File: config.mk
export PLATFORM = sky130hd
export DESIGN_NAME = dmem_arbiter
export DESIGN_NICKNAME = d
export VERILOG_FILES = /design/src/rtl/dmem_arbiter.sv
export SDC_FILE = /design/constraint.sdc
export NUM_CORES = 1
export LEC_CHECK = 0
export ABC_AREA = 1
export ABC_CLOCK_PERIOD_IN_PS = 2700
export CAP_MARGIN = 40
export CORE_UTILIZATION = 45
export CTS_BUF_LIST = sky130_fd_sc_hd__clkbuf_4
export DETAILED_ROUTE_END_ITERATION = 10
export PLACE_DENSITY = 0.95
export SLEW_MARGIN = 20
export SYNTH_ARGS = -nofsm -noshare
export SYNTH_HDL_FRONTEND = slang
export SYNTH_SLANG_ARGS = --single-unit
File: constraint.sdc
create_clock -name clk -period 2.7 [get_ports clk]
set_clock_uncertainty 0.05 [all_clocks]
set_input_delay 0.81 -clock clk [delete_from_list [all_inputs] [get_ports clk]]
set_output_delay 0.81 -clock clk [all_outputs]
set_load 0.1 [all_outputs]
File: src/rtl/dmem_arbiter.sv
// Two-port round-robin arbiter in front of a single-port data memory.
// Each transaction walks IDLE -> ACCESS -> RESP, so it takes three cycles.
module dmem_arbiter #(
    parameter int unsigned DEPTH = 32
) (
    input  logic        clk,
    input  logic        rst_n,
    input  logic        cpu_req,
    input  logic        dbg_req,
    input  logic        cpu_we,
    input  logic        dbg_we,
    input  logic [31:0] cpu_addr,
    input  logic [31:0] dbg_addr,
    input  logic [31:0] cpu_wdata,
    input  logic [31:0] dbg_wdata,
    output logic        cpu_ack,
    output logic        dbg_ack,
    output logic [31:0] cpu_rdata,
    output logic [31:0] dbg_rdata,
    output logic        cpu_stall,
    output logic        err,
    output logic [31:0] mem_addr,
    output logic [31:0] mem_wdata,
    output logic        mem_write,
    output logic        mem_read,
    input  logic [31:0] mem_rdata,
    output logic        busy
);

    localparam logic [31:0] DepthW = 32'(DEPTH);

    typedef enum logic [1:0] {StIdle, StAccess, StResp} state_e;

    state_e      state_q;
    logic        gnt_dbg_q, last_dbg_q, we_q, in_range_q;
    logic        cpu_ack_q, dbg_ack_q, err_q, mem_write_q, mem_read_q;
    logic [31:0] mem_addr_q, mem_wdata_q, cpu_rdata_q, dbg_rdata_q;

    logic        pick_dbg, sel_we, sel_in_range;
    logic [31:0] sel_addr, sel_wdata, access_rdata;

    always_comb begin
        // dbg wins only when alone or when cpu was granted last time
        pick_dbg     = dbg_req & (~cpu_req | ~last_dbg_q);
        sel_we       = pick_dbg ? dbg_we    : cpu_we;
        sel_addr     = pick_dbg ? dbg_addr  : cpu_addr;
        sel_wdata    = pick_dbg ? dbg_wdata : cpu_wdata;
        sel_in_range = sel_addr < DepthW;
        access_rdata = (in_range_q & ~we_q) ? mem_rdata : 32'h0;
    end

    always_ff @(posedge clk or negedge rst_n) begin
        if (!rst_n) begin
            state_q     <= StIdle;
            gnt_dbg_q   <= 1'b0;
            last_dbg_q  <= 1'b1;
            we_q        <= 1'b0;
            in_range_q  <= 1'b0;
            cpu_ack_q   <= 1'b0;
            dbg_ack_q   <= 1'b0;
            err_q       <= 1'b0;
            mem_write_q <= 1'b0;
            mem_read_q  <= 1'b0;
            mem_addr_q  <= 32'h0;
            mem_wdata_q <= 32'h0;
            cpu_rdata_q <= 32'h0;
            dbg_rdata_q <= 32'h0;
        end else begin
            case (state_q)
                StIdle: begin
                    if (cpu_req | dbg_req) begin
                        gnt_dbg_q   <= pick_dbg;
                        last_dbg_q  <= pick_dbg;
                        we_q        <= sel_we;
                        in_range_q  <= sel_in_range;
                        mem_addr_q  <= sel_addr;
                        mem_wdata_q <= sel_wdata;
                        // strobes are registered so they are high for the ACCESS cycle only
                        mem_write_q <= sel_we & sel_in_range;
                        mem_read_q  <= ~sel_we & sel_in_range;
                        state_q     <= StAccess;
                    end
                end
                StAccess: begin
                    mem_write_q <= 1'b0;
                    mem_read_q  <= 1'b0;
                    err_q       <= ~in_range_q;
                    if (gnt_dbg_q) begin
                        dbg_rdata_q <= access_rdata;
                        dbg_ack_q   <= 1'b1;
                    end else begin
                        cpu_rdata_q <= access_rdata;
                        cpu_ack_q   <= 1'b1;
                    end
                    state_q <= StResp;
                end
                StResp: begin
                    cpu_ack_q <= 1'b0;
                    dbg_ack_q <= 1'b0;
                    err_q     <= 1'b0;
                    state_q   <= StIdle;
                end
                default: state_q <= StIdle;
            endcase
        end
    end

    assign cpu_ack   = cpu_ack_q;
    assign dbg_ack   = dbg_ack_q;
    assign cpu_rdata = cpu_rdata_q;
    assign dbg_rdata = dbg_rdata_q;
    assign err       = err_q;
    assign mem_addr  = mem_addr_q;
    assign mem_wdata = mem_wdata_q;
    assign mem_write = mem_write_q;
    assign mem_read  = mem_read_q;
    assign cpu_stall = cpu_req & ~cpu_ack_q;
    assign busy      = (state_q != StIdle);

endmodule

==> flow_summary.json <==
{
  "wl_per_cell_um": 15.3,
  "die_w_um": 119,
  "via_count": 6171,
  "cts.htree.levels": 4,
  "max_freq_mhz": 379,
  "start_util_pct": 46.2,
  "clock_path_buffers": 2,
  "numCtsBuffers": 17,
  "die-area_mm2": 0.0141,
  "power_mw": 12.5,
  "period_minus_slack_ps": 2640,
  "crit_required_ps": 1840,
  "crit_path_max_incr_delay_ps": 570,
  "slowest_stage": "clkdlybuf4s50_1",
  "hold_violations": 0,
  "yosys-top-cells-count": "nand2_1, o21ai_0, dfrtp_1, nor2_1, inv_1",
  "postRouteAntennaNets": 0,
  "synth.ff_latch_count": 139,
  "root_buffer": "clkbuf_4",
  "ir_worst_vdd_v": 0.00140,
  "io_pins": 301,
  "clk-insertion-delay-late_ps": 530,
  "yosysUniqueCellTypes": 28,
  "yosysTopAreaCell": "dfrtp_1",
  "hpwl_um": 13600,
  "post-cts-setup-buffer-count": 0,
  "drtIter0Drc": 449,
  "yosys-top-cells-area": "dfrtp_1, nand2_1, o21ai_0, nor2_1, nand3b_1",
  "yosys_warnings": 0,
  "fin_nets": 1188,
  "yosysSeqAreaShare_pct": 56.7,
  "finalMaxSlewViolations": 0,
  "cts.sinks": 139,
  "p_leak_nw": 4.49,
  "tightest_slew_ps": 455,
  "avgViaCountPerCell": 5.11,
  "synthFlopType": "dfrtp_1",
  "grt_pass1_vias": 5907,
  "crit_arrival_ps": 1780,
  "syn_area_mm2": 0.00614,
  "power_density_mw_per_mm2": 1330,
  "rows": 42,
  "rsz0062_at_grt": "no",
  "grt_usage_pct": 27.0,
  "place_inst": 1176,
  "post_cts_resized": 0,
  "layout-drive-gt1-share_pct": 19.4,
  "path_cells": "clkdlybuf4s50_1 > inv_1 > nor2_2 > buf_12",
  "syn_to_final_growth_pct": 52.5,
  "synth_top_area_share_pct": 56.2,
  "grt.overflow.total": 0,
  "cts_tree": "done",
  "die_y_um": 119,
  "async_reset_ff_share_pct": 100,
  "fin_crit_sh_pct": 97.6,
  "endpoint_kind": "primary output",
  "synth-edff-count": 0,
  "max-slew-margin-rel_pct": 69.7,
  "critPathBufInv": 3,
  "drc": 0,
  "status": "finished clean",
  "fin_tns_setup_ps": 0,
  "gp_congestion": 0.861,
  "crit_type": "primary input to primary output",
  "maxCapViolCount": 0,
  "cp-start-kind": "primary input",
  "core_mm2": 0.0133,
  "setup_violations": 0,
  "synth_fp_nets": 898,
  "port_buffers": 300,
  "crit_fanout": 3,
  "hold_buffers": 0,
  "synth.most_common_cell": "nand2_1",
  "grt_max_degree": 54,
  "final_cells": 1208,
  "antenna_cells": 0,
  "critPathTopFamily": "buffers and inverters",
  "synth.avg_cell_area_um2": 8.42,
  "drt-pass1-iter-count": 5,
  "final_util_pct": 70.4,
  "grt_first_pass_wirelength_um": 29600,
  "clk_pin_slew_worst_paths_ps": 120,
  "antenna_found_initial": 0,
  "synthCells": 729,
  "holdCritPathClass": "primary input to asynchronous set/reset pin",
  "wl_um": 18500
}
flip-flops by register name, indices dropped and copies added, names as in the netlist:
name and cells:
in_range_q 1, dbg_ack 1, cpu_ack 1, mem_read 1, last_dbg_q 1, cpu_rdata 32, mem_addr 32, mem_wdata 32
dbg_rdata 32, err 1, gnt_dbg_q 1, we_q 1, state_q 2, mem_write 1
power by group:
part | internal [mW] | leakage, nW | switching, mW | total, mW
clock network | 0.827 | 0.176 | 0.783 | 1.61
registers | 2.73 | 1.80 | 0.391 | 3.12
logic | 1.60 | 2.51 | 6.15 | 7.75
worst paths after layout:
check                        startpoint       endpoint  slack (ps)  depth (start not counted)
max                             cpu_req      cpu_stall          60                          4
min                               rst_n   mem_addr[20]         130                          1
max reg2reg                  state_q[1]   mem_wdata[0]         780                          7
min reg2reg                dbg_rdata[6]   dbg_rdata[6]         450                          2
max in group asynchronous         rst_n  dbg_rdata[11]        1830                          2
min in group clk           dbg_rdata[6]   dbg_rdata[6]         450                          2
cell type report:
type,count,area [um^2]
Fill cell,967,3930
Sequential cell,139,3480
Timing Repair Buffer,318,2880
Multi-Input combinational cell,501,2280
Clock inverter,15,221
Tap cell,176,220
Inverter,42,158
Clock buffer,17,128
cell families after synthesis:
group,synth area share [%]
adders and majority gates,0.611
buffers and inverters,6.38
and+or+nand+nor,21.6
DFF,56.7
AOI/OAI and AO/OA,14.7
placed cells by master, fill, tap and decap left out, types with 17 or more instances in the layout:
| master | synthesis | routed |
|---|---|---|
| nand2_1 | 236 | 234 |
| clkdlybuf4s50_1 | 0 | 164 |
| o21ai_0 | 149 | 149 |
| buf_4 | 4 | 147 |
| dfrtp_1 | 138 | 138 |
| nor2_1 | 45 | 43 |
| inv_1 | 40 | 40 |
| o21ai_1 | 23 | 23 |
| nand3b_1 | 21 | 21 |
| clkbuf_4 | 0 | 17 |
routing by layer:
metal  global-route usage (%)  up-vias  wire length, um
met2                     45.5      302             9300
met4                     13.0        0              552
met1                     32.5     2910             7330
li1                         -     2923                -
met3                     6.42       36             1350
met5                        0        -                0
through the flow:
step,cell area [um^2],hold slack (ps),setup WS (ps)
2_1_floorplan,6140,399,137
3_3_place_gp,9010,417,86.9
3_5_place_dp,9010,425,51.4
4_1_cts,9360,95.4,67.1
5_1_grt,9360,109,50.0
6_report,9360,127,64.0
Note: power is estimated with default switching activity, not from simulation.
